`config.mk`:
```
export PLATFORM = sky130hd
export DESIGN_NAME = pipeline_hazard_ctrl_flat
export DESIGN_NICKNAME = d
export VERILOG_FILES = /design/src/rtl/pipeline_hazard_ctrl_if.sv /design/src/rtl/pipeline_hazard_ctrl.sv /design/src/flat_wrapper.sv
export SDC_FILE = /design/constraint.sdc
export NUM_CORES = 1
export LEC_CHECK = 0
export CAP_MARGIN = 30
export CORE_ASPECT_RATIO = 2
export CORE_UTILIZATION = 52
export CTS_CLUSTER_SIZE = 10
export DETAILED_ROUTE_END_ITERATION = 10
export HOLD_SLACK_MARGIN = 0.03
export PLACE_DENSITY = 0.8
export SYNTH_ARGS = -nofsm -noshare
export SYNTH_HDL_FRONTEND = slang
export SYNTH_SLANG_ARGS = --single-unit
```
`constraint.sdc`:
```
create_clock -name clock -period 2.47 [get_ports clock]
set_clock_uncertainty 0.15 [all_clocks]
set_input_delay 0.3705 -clock clock [delete_from_list [all_inputs] [get_ports clock]]
set_output_delay 0.3705 -clock clock [all_outputs]
set_load 0.03 [all_outputs]
```
`src/rtl/pipeline_hazard_ctrl_if.sv`:
```
// Pipeline hazard controller bus.
// The pipeline datapath drives the hazard/branch/memory status (master), and the
// controller returns register enables, flushes and its status counters (slave).
interface pipeline_hazard_ctrl_if;
  logic [4:0]  id_rs;
  logic [4:0]  id_rt;
  logic        id_uses_rt;
  logic        idex_mem_read;
  logic [4:0]  idex_reg_dest;
  logic        ex_branch_taken;
  logic        ex_jump;
  logic        mem_busy;
  logic        pc_enable;
  logic        ifid_enable;
  logic        idex_enable;
  logic        ifid_flush;
  logic        idex_flush;
  logic        mem_timeout;
  logic [31:0] stall_cycles;
  logic [15:0] flush_count;

  modport master (
    output id_rs, id_rt, id_uses_rt, idex_mem_read, idex_reg_dest,
           ex_branch_taken, ex_jump, mem_busy,
    input  pc_enable, ifid_enable, idex_enable, ifid_flush, idex_flush,
           mem_timeout, stall_cycles, flush_count
  );

  modport slave (
    input  id_rs, id_rt, id_uses_rt, idex_mem_read, idex_reg_dest,
           ex_branch_taken, ex_jump, mem_busy,
    output pc_enable, ifid_enable, idex_enable, ifid_flush, idex_flush,
           mem_timeout, stall_cycles, flush_count
  );
endinterface

```
`src/rtl/pipeline_hazard_ctrl.sv`:
```
// Hazard and stall controller for the PC, IF/ID and ID/EX pipeline registers.
// Inserts load-use bubbles, squashes on taken branches/jumps, freezes the whole
// pipe while data memory is busy, and keeps stall/flush/timeout status.
module pipeline_hazard_ctrl #(
  parameter int LOAD_BUBBLES = 1,
  parameter int MEM_TIMEOUT  = 255
) (
  input logic                  clock,
  input logic                  reset,
  pipeline_hazard_ctrl_if.slave bus
);

  typedef enum logic [1:0] {RUN, LOAD_STALL, MEM_WAIT} state_t;

  localparam logic [2:0]  INIT_BUBBLES  = 3'(LOAD_BUBBLES - 1);
  localparam logic [15:0] TIMEOUT_LIMIT = 16'(MEM_TIMEOUT);

  state_t      state;
  logic [2:0]  bubbleCnt;
  logic [15:0] waitCnt;
  logic        retLoad;
  logic        memTimeout;
  logic [31:0] stallCycles;
  logic [15:0] flushCount;

  logic        loadUseHazard;
  logic        squash;
  logic        evalLoadStall;
  logic [15:0] nextWait;
  logic        pcEnable;
  logic        ifidEnable;
  logic        idexEnable;
  logic        ifidFlush;
  logic        idexFlush;

  // Hazard detection; a freeze that has just ended is evaluated as the state it interrupted
  always_comb begin
    loadUseHazard = bus.idex_mem_read && (bus.idex_reg_dest != 5'd0) &&
                    ((bus.idex_reg_dest == bus.id_rs) ||
                     (bus.id_uses_rt && (bus.idex_reg_dest == bus.id_rt)));
    squash        = bus.ex_branch_taken || bus.ex_jump;
    evalLoadStall = (state == LOAD_STALL) || ((state == MEM_WAIT) && retLoad);
    nextWait      = (waitCnt == 16'hFFFF) ? waitCnt : waitCnt + 16'd1;
  end

  // Same-cycle enable/flush decisions: reset, then freeze, squash, bubble, run
  always_comb begin
    pcEnable   = 1'b1;
    ifidEnable = 1'b1;
    idexEnable = 1'b1;
    ifidFlush  = 1'b0;
    idexFlush  = 1'b0;
    if (reset) begin
      pcEnable   = 1'b0;
      ifidEnable = 1'b0;
      idexEnable = 1'b0;
      ifidFlush  = 1'b1;
      idexFlush  = 1'b1;
    end else if (bus.mem_busy) begin
      pcEnable   = 1'b0;
      ifidEnable = 1'b0;
      idexEnable = 1'b0;
    end else if (squash) begin
      ifidFlush  = 1'b1;
      idexFlush  = 1'b1;
    end else if (evalLoadStall || loadUseHazard) begin
      pcEnable   = 1'b0;
      ifidEnable = 1'b0;
      idexFlush  = 1'b1;
    end
  end

  // Controller state, bubble/wait counters and saturating status counters
  always_ff @(posedge clock) begin
    if (reset) begin
      state       <= RUN;
      bubbleCnt   <= '0;
      waitCnt     <= '0;
      retLoad     <= 1'b0;
      memTimeout  <= 1'b0;
      stallCycles <= '0;
      flushCount  <= '0;
    end else begin
      if (!pcEnable && (stallCycles != 32'hFFFFFFFF)) begin
        stallCycles <= stallCycles + 32'd1;
      end
      if (bus.mem_busy) begin
        state   <= MEM_WAIT;
        waitCnt <= nextWait;
        if (state != MEM_WAIT) begin
          retLoad <= (state == LOAD_STALL);
        end
        if (nextWait >= TIMEOUT_LIMIT) begin
          memTimeout <= 1'b1;
        end
      end else begin
        waitCnt <= '0;
        if (squash) begin
          if (flushCount != 16'hFFFF) begin
            flushCount <= flushCount + 16'd1;
          end
          bubbleCnt <= '0;
          state     <= RUN;
        end else if (evalLoadStall) begin
          bubbleCnt <= bubbleCnt - 3'd1;
          state     <= (bubbleCnt == 3'd1) ? RUN : LOAD_STALL;
        end else if (loadUseHazard && (LOAD_BUBBLES > 1)) begin
          bubbleCnt <= INIT_BUBBLES;
          state     <= LOAD_STALL;
        end else begin
          state <= RUN;
        end
      end
    end
  end

  assign bus.pc_enable    = pcEnable;
  assign bus.ifid_enable  = ifidEnable;
  assign bus.idex_enable  = idexEnable;
  assign bus.ifid_flush   = ifidFlush;
  assign bus.idex_flush   = idexFlush;
  assign bus.mem_timeout  = memTimeout;
  assign bus.stall_cycles = stallCycles;
  assign bus.flush_count  = flushCount;

endmodule

```
`src/flat_wrapper.sv`:
```
// flat-port wrapper written by rule: the top's interface ports become plain ports
module pipeline_hazard_ctrl_flat 
#(
  parameter int LOAD_BUBBLES = 1,
  parameter int MEM_TIMEOUT  = 255
)
  (clock, reset, bus_id_rs, bus_id_rt, bus_id_uses_rt, bus_idex_mem_read, bus_idex_reg_dest, bus_ex_branch_taken, bus_ex_jump, bus_mem_busy, bus_pc_enable, bus_ifid_enable, bus_idex_enable, bus_ifid_flush, bus_idex_flush, bus_mem_timeout, bus_stall_cycles, bus_flush_count);
  pipeline_hazard_ctrl_if bus_i ();
  input logic clock;
  input logic reset;
  input wire logic [$bits(bus_i.id_rs)-1:0] bus_id_rs;
  input wire logic [$bits(bus_i.id_rt)-1:0] bus_id_rt;
  input wire logic [$bits(bus_i.id_uses_rt)-1:0] bus_id_uses_rt;
  input wire logic [$bits(bus_i.idex_mem_read)-1:0] bus_idex_mem_read;
  input wire logic [$bits(bus_i.idex_reg_dest)-1:0] bus_idex_reg_dest;
  input wire logic [$bits(bus_i.ex_branch_taken)-1:0] bus_ex_branch_taken;
  input wire logic [$bits(bus_i.ex_jump)-1:0] bus_ex_jump;
  input wire logic [$bits(bus_i.mem_busy)-1:0] bus_mem_busy;
  output wire logic [$bits(bus_i.pc_enable)-1:0] bus_pc_enable;
  output wire logic [$bits(bus_i.ifid_enable)-1:0] bus_ifid_enable;
  output wire logic [$bits(bus_i.idex_enable)-1:0] bus_idex_enable;
  output wire logic [$bits(bus_i.ifid_flush)-1:0] bus_ifid_flush;
  output wire logic [$bits(bus_i.idex_flush)-1:0] bus_idex_flush;
  output wire logic [$bits(bus_i.mem_timeout)-1:0] bus_mem_timeout;
  output wire logic [$bits(bus_i.stall_cycles)-1:0] bus_stall_cycles;
  output wire logic [$bits(bus_i.flush_count)-1:0] bus_flush_count;
  assign bus_i.id_rs = bus_id_rs;
  assign bus_i.id_rt = bus_id_rt;
  assign bus_i.id_uses_rt = bus_id_uses_rt;
  assign bus_i.idex_mem_read = bus_idex_mem_read;
  assign bus_i.idex_reg_dest = bus_idex_reg_dest;
  assign bus_i.ex_branch_taken = bus_ex_branch_taken;
  assign bus_i.ex_jump = bus_ex_jump;
  assign bus_i.mem_busy = bus_mem_busy;
  assign bus_pc_enable = bus_i.pc_enable;
  assign bus_ifid_enable = bus_i.ifid_enable;
  assign bus_idex_enable = bus_i.idex_enable;
  assign bus_ifid_flush = bus_i.ifid_flush;
  assign bus_idex_flush = bus_i.idex_flush;
  assign bus_mem_timeout = bus_i.mem_timeout;
  assign bus_stall_cycles = bus_i.stall_cycles;
  assign bus_flush_count = bus_i.flush_count;
  pipeline_hazard_ctrl #(.LOAD_BUBBLES(LOAD_BUBBLES), .MEM_TIMEOUT(MEM_TIMEOUT)) u_core (.clock(clock), .reset(reset), .bus(bus_i));
endmodule
```
Word-level counts from Yosys, hierarchy flattened
Index checks and enable logic that the tools add are counted.
{"block": "op_classes", "mux": 20, "n_eq_ne": 9, "add_sub_neg": 4, "n_bitwise": 2, "n_reduce_logical": 18, "order_cmp": 1}
{"cell": "16-bit by 1-bit adder with 16-bit output, second input constant", "n": 2}
{"cell": "32-bit by 1-bit adder with 32-bit output, second input constant", "n": 1}
{"cell": "32-bit != test, second input constant", "n": 1}
{"cell": "16-bit == test, second input constant", "n": 1}
{"cell": "16-bit by 8-bit >= comparator with 1-bit output, second input constant", "n": 1}
{"cell": "16-bit 2-to-1 mux", "n": 1}
{"cell": "16-bit != test, second input constant", "n": 1}
{"cell": "1-bit 2-to-1 mux", "n": 14}
{"cell": "5-bit == test", "n": 2}
{"cell": "2-bit 2-to-1 mux", "n": 3}
{"cell": "3-bit 2-to-1 mux", "n": 2}
{"cell": "2-bit AND reduction", "n": 3}
{"cell": "1-bit logical AND", "n": 5}
{"cell": "5-bit nonzero test", "n": 1}
{"cell": "1-bit logical OR", "n": 4}
{"cell": "4-bit OR reduction", "n": 1}
{"cell": "3-bit by 1-bit == test with 1-bit output, second input constant", "n": 1}
{"cell": "3-bit AND reduction", "n": 1}
{"cell": "3-bit by 1-bit subtractor with 3-bit output, second input constant", "n": 1}
{"cell": "2-bit by 1-bit == test with 1-bit output, second input constant", "n": 1}
{"cell": "2-bit == test, second input constant", "n": 1}
{"cell": "2-bit != test, second input constant", "n": 1}
{"cell": "1-bit NOT", "n": 2}
{"cell": "2-bit nonzero test", "n": 1}
{"cell": "other kinds (2)", "n": 2}
{"block": "word_totals", "word_cells": 62, "reg_bits": 71, "out_inout_bits": 54}

Longest topological paths before layout
{"block": "depth", "ltp_word": 11, "depth_mapped": 9, "mapped_depth_nobuf": 7}

Worst setup path before layout
OpenSTA, ideal clock, no wires.
{"block": "synth_timing", "path_type": "in2out", "start": "in reset", "end": "out bus_pc_enable", "arrival_ps": 1890, "required_ps": 1949, "setup_slack_ps": 59, "cell_stages": 7, "cell_sequence": "clkbuf_1 -> nor2_1 -> nand2_1 -> a21oi_2 -> buf_4 -> buf_4 -> buf_4"}
{"block": "synth_via", "elab_chain_cells": 1}
{"item": "from (decl)", "line_no": "flat_wrapper.sv:10", "text": "input logic reset;"}
{"item": "1-bit 2-to-1 mux"}
{"item": "to (decl)", "line_no": "flat_wrapper.sv:19", "text": "output wire logic [$bits(bus_i.pc_enable)-1:0] bus_pc_enable;"}
No other way between the ends.

Worst setup path in the final report
{"block": "layout_timing", "start": "in bus_idex_reg_dest[2]", "end": "out bus_ifid_enable"}
{"block": "layout_via", "elab_chain_cells": 9, "word_cells_on_any_way": 12, "classes_between": "2 x eq/ne; 4 x mux; 6 x reduce/logical"}
{"item": "from (decl)", "line_no": "flat_wrapper.sv:15", "text": "input wire logic [$bits(bus_i.idex_reg_dest)-1:0] bus_idex_reg_dest;"}
{"item": "5-bit == test", "line_no": "pipeline_hazard_ctrl.sv:40", "text": "(bus.id_uses_rt && (bus.idex_reg_dest == bus.id_rt)));"}
{"item": "1-bit logical AND", "line_no": "pipeline_hazard_ctrl.sv:40"}
{"item": "1-bit logical OR", "line_no": "pipeline_hazard_ctrl.sv:39", "text": "((bus.idex_reg_dest == bus.id_rs) ||"}
{"item": "1-bit logical AND (*)", "line_no": "pipeline_hazard_ctrl.sv:38", "text": "loadUseHazard = bus.idex_mem_read && (bus.idex_reg_dest != 5'd0) &&"}
{"item": "1-bit logical OR (*)", "line_no": "pipeline_hazard_ctrl.sv:66", "text": "end else if (evalLoadStall || loadUseHazard) begin"}
{"item": "1-bit 2-to-1 mux (*)", "line_no": "pipeline_hazard_ctrl.sv:66"}
{"item": "1-bit 2-to-1 mux (*)", "line_no": "pipeline_hazard_ctrl.sv:63", "text": "end else if (squash) begin"}
{"item": "1-bit 2-to-1 mux (*)", "line_no": "pipeline_hazard_ctrl.sv:59", "text": "end else if (bus.mem_busy) begin"}
{"item": "1-bit 2-to-1 mux (*)", "line_no": "pipeline_hazard_ctrl.sv:53", "text": "if (reset) begin"}
{"item": "to (decl)", "line_no": "flat_wrapper.sv:20", "text": "output wire logic [$bits(bus_i.ifid_enable)-1:0] bus_ifid_enable;"}
Mark *: on every way between the ends. The rest lies on a longest branch, timed or not.

==> flow_summary.toml <==
[outcome]
status = "finished, final reports clean"

[yosys]
netlist_area_um2 = 3880
syn-instance-count = 466
synth.net_count = 493
ys_types = 52
synth.avg_cell_area_um2 = 8.32
synth_seq_area_share_pct = 36.7
synth_warnings = 0
synth_edf_count = 0
ys_ff_latch = 71
async_flop_share_pct = 0
synthFlopType = "dfxtp_1"

[power_and_ir_drop]
p_per_area_nw_per_um2 = 471
switchingPower_uw = 593
p_int_mw = 1.98
combPwrFrac_pct = 10.1
power_leakage_nw = 2.04
p_sw_share_pct = 23.1
max-vdd-ir-drop_uv = 423
seq_power_share_pct = 45.4
finalPower_mw = 2.57
clockPowerShare_pct = 44.4

[setup_path]
required_ns = 1.95
path_class = "primary input to output port"
arrival_ns = 1.92
critPathLaunchType = "primary input"
cp-end-kind = "output port"
r2r_start = "u_core.bus.stall_cycles[13]"
path_max_fanout = 4
critPathLaunch = "bus_idex_reg_dest[2]"

[worst_hold_path]
hold_start = "u_core.retLoad"
holdCritPathClass = "flop to flop"

[detailed_routing]
drt-initial-drc-count = 358
wl_per_cell_um = 16.6
viasPerCell = 6.11
wl_um = 11100
drc = 0
via_count = 4087
antenna_left = 0
first_pass_iters = 5

[global_routing]
gr-total-overflow = 0
grt_max_degree = 54
grt_pass1_wl_um = 17500
grt_pass1_vias = 3931
antenna_found_initial = 0
grt_use_total_pct = 28.8

[sta]
period_minus_slack_ns = 2.44
timing.final.crit_share_pct = 98.7
clock.fmax_ghz = 0.410
hold_viol = 0
finalSetupViolCount = 0
final.setup.tns_ns = 0
slew_viol_final = 0
worst_pin_slew_ns = 0.555
rsz0062_at_grt = "false"
slew_headroom_pct = 63.0

[cts]
h-tree-depth = 3
worstSkewPairLatency_ns = 0.33
clkTransAtPathRegs_ns = 0.05
cts_tree = "built"
clock-sinks = 71
ctsHoldBuffers = 0
cts_buffer_depth = 2
cts_buffers = 9
cts_root_buffer = "clkbuf_16"

[floorplanning]
rows = 44
dieArea_um2 = 7830
start_util_pct = 53.8
core_um2 = 7210
io_pins = 76
die_width_um = 63.1
chipHeight_um = 124

[finish]
layout-area-overhead-vs-synth_pct = 40.6
nNetsFinal = 602
drive_gt1_share_pct = 17.3
fillers = 507
diodes = 0

[run]
cap_violations = 0

[place]
port_buffers = 75
hpwl_um = 7670
gp_congestion = 0.876
[path summary, 6_finish.rpt]
check / slack (ns) / cells past startpoint / end
worst min register to register: 0.33 / 2 / u_core.retLoad
worst min-delay path: 0.33 / 2 / u_core.retLoad
worst max-delay path: 0.03 / 7 / bus_ifid_enable
worst max register to register: 0.16 / 9 / u_core.bus.stall_cycles[29]
[routing by layer]
metal | vias to the layer above | global-route usage (%) | routed length [um]
li1 | 1930 | - | -
met1 | 1956 | 25.9 | 3950
met2 | 153 | 54.8 | 6230
met3 | 48 | 6.41 | 406
met4 | 0 | 21.5 | 544
met5 | - | 0 | 0
[power by group through the flow]
stage | clock network, mW | registers, mW | logic (mW)
6_report | 1.14 | 1.17 | 0.260
5_1_grt | 1.20 | 1.17 | 0.277
4_1_cts | 1.15 | 1.17 | 0.253
3_5_place_dp | 0 | 1.19 | 0.219
3_3_place_gp | 0 | 1.19 | 0.212
2_1_floorplan | 0 | 1.20 | 0.0954
[kinds of logic (layout without fill, tap and decap cells)]
kind of cell             Yosys count  after routing  share of synthesized area [%]
AO/OA/AOI/OAI                     83             83                           13.6
XOR/XNOR                          37             37                           8.36
adder cells (fa/ha/maj)            5              5                           1.61
buffers and inverters             40            151                           4.90
flip-flops                        71             71                           36.7
multiplexers                       7              7                           1.97
AND/OR/NAND/NOR                  223            223                           32.9
[metrics by stage]
| stage | hold WS, ns | utilization (%) | cells | area, um^2 | worst slack, ns |
|---|---|---|---|---|---|
| after detailed placement | 0.321 | 68.4 | 647 | 4930 | -0.623 |
| after global placement | 0.306 | 68.4 | 647 | 4930 | -0.632 |
| after global routing | 0.365 | 75.6 | 669 | 5450 | 0.000838 |
| after floorplan | 0.295 | - | 466 | 3880 | 0.0593 |
| final | 0.327 | 75.6 | 669 | 5450 | 0.0313 |
| after CTS | 0.329 | 74.5 | 667 | 5370 | 0.0172 |
[layout make-up]
| cell class | count | area, um^2 | share of cell area (%) |
|---|---|---|---|
| clock inverter | 2 | 10.0 | 0.184 |
| inverter | 11 | 41.3 | 0.757 |
| tap | 92 | 115 | 2.11 |
| sequential | 71 | 1420 | 26.1 |
| clock buffer | 11 | 243 | 4.45 |
| timing repair buffer | 127 | 1230 | 22.6 |
| multi-input combinational | 355 | 2390 | 43.8 |
[sequential cells by signal (all words and copies together), names as in the netlist]
register,cells
u_core.state,2
u_core.retLoad,1
u_core.waitCnt,16
u_core.bus.stall_cycles,32
u_core.bus.flush_count,16
u_core.bubbleCnt,3
u_core.bus.mem_timeout,1
[cell usage after synthesis, types with 2 or more instances]
cell type | number | share of area [%]
buf_2 | 2 | 0.26
o31a_1 | 3 | 0.68
mux2_1 | 4 | 1.2
xnor2_1 | 21 | 4.7
and2_1 | 3 | 0.48
o21ai_0 | 15 | 1.9
ha_1 | 5 | 1.6
nand2_1 | 28 | 2.7
inv_1 | 11 | 1.1
or2_2 | 4 | 0.65
o31ai_1 | 14 | 2.7
clkbuf_1 | 16 | 1.5
nor2_1 | 49 | 4.7
xor2_1 | 16 | 3.6
o41ai_1 | 3 | 0.68
or4_1 | 14 | 2.7
or4b_1 | 2 | 0.52
dfxtp_1 | 71 | 37
a31oi_1 | 3 | 0.48
nand2b_1 | 2 | 0.32
o21ai_1 | 4 | 0.52
and3_1 | 15 | 2.4
or3_1 | 9 | 1.5
nor3_1 | 9 | 1.2
nor4_1 | 7 | 1.1
and3b_1 | 2 | 0.45
nor3b_1 | 2 | 0.39
and4_1 | 9 | 2.0
buf_4 | 10 | 1.9
a21oi_1 | 27 | 3.5
nand3_1 | 24 | 3.1
o22ai_1 | 2 | 0.32
o21a_1 | 4 | 0.77
nor2b_1 | 7 | 1.1
nand4_1 | 29 | 4.7
mux2i_1 | 2 | 0.52
o311ai_0 | 3 | 0.68
[repair_timing]
| item | CTS | global route |
|---|---|---|
| gates resized for setup | 29 | 17 |
| cloned | 2 | 0 |
| endpoints found under the setup margin | 12 | 29 |
| pin swaps | 5 | 8 |
| buffers inserted | 5 | 2 |
[cell usage in the layout (no fill, tap or decap), types with 7 or more instances in the layout]
master / n
and3_1: 14
nand2_1: 28
nand4_1: 29
o21ai_0: 15
a21oi_1: 25
nand3_1: 24
clkdlybuf4s50_1: 60
buf_4: 48
clkbuf_16: 9
or3_1: 9
o31ai_1: 14
nor2_1: 48
xnor2_1: 18
nor2b_1: 7
nor3_1: 8
xor2_1: 16
or4_1: 12
dfxtp_1: 71
and4_1: 9
inv_1: 11
[worst max-delay path: stages]
cell and delay [ns]:
clkdlybuf4s15_1 0.19, or4_4 0.56, o21ai_4 0.17, nor3_4 0.07, a21oi_4 0.28, buf_12 0.16
buf_8 0.11
Note: power is estimated with default switching activity, not from simulation.
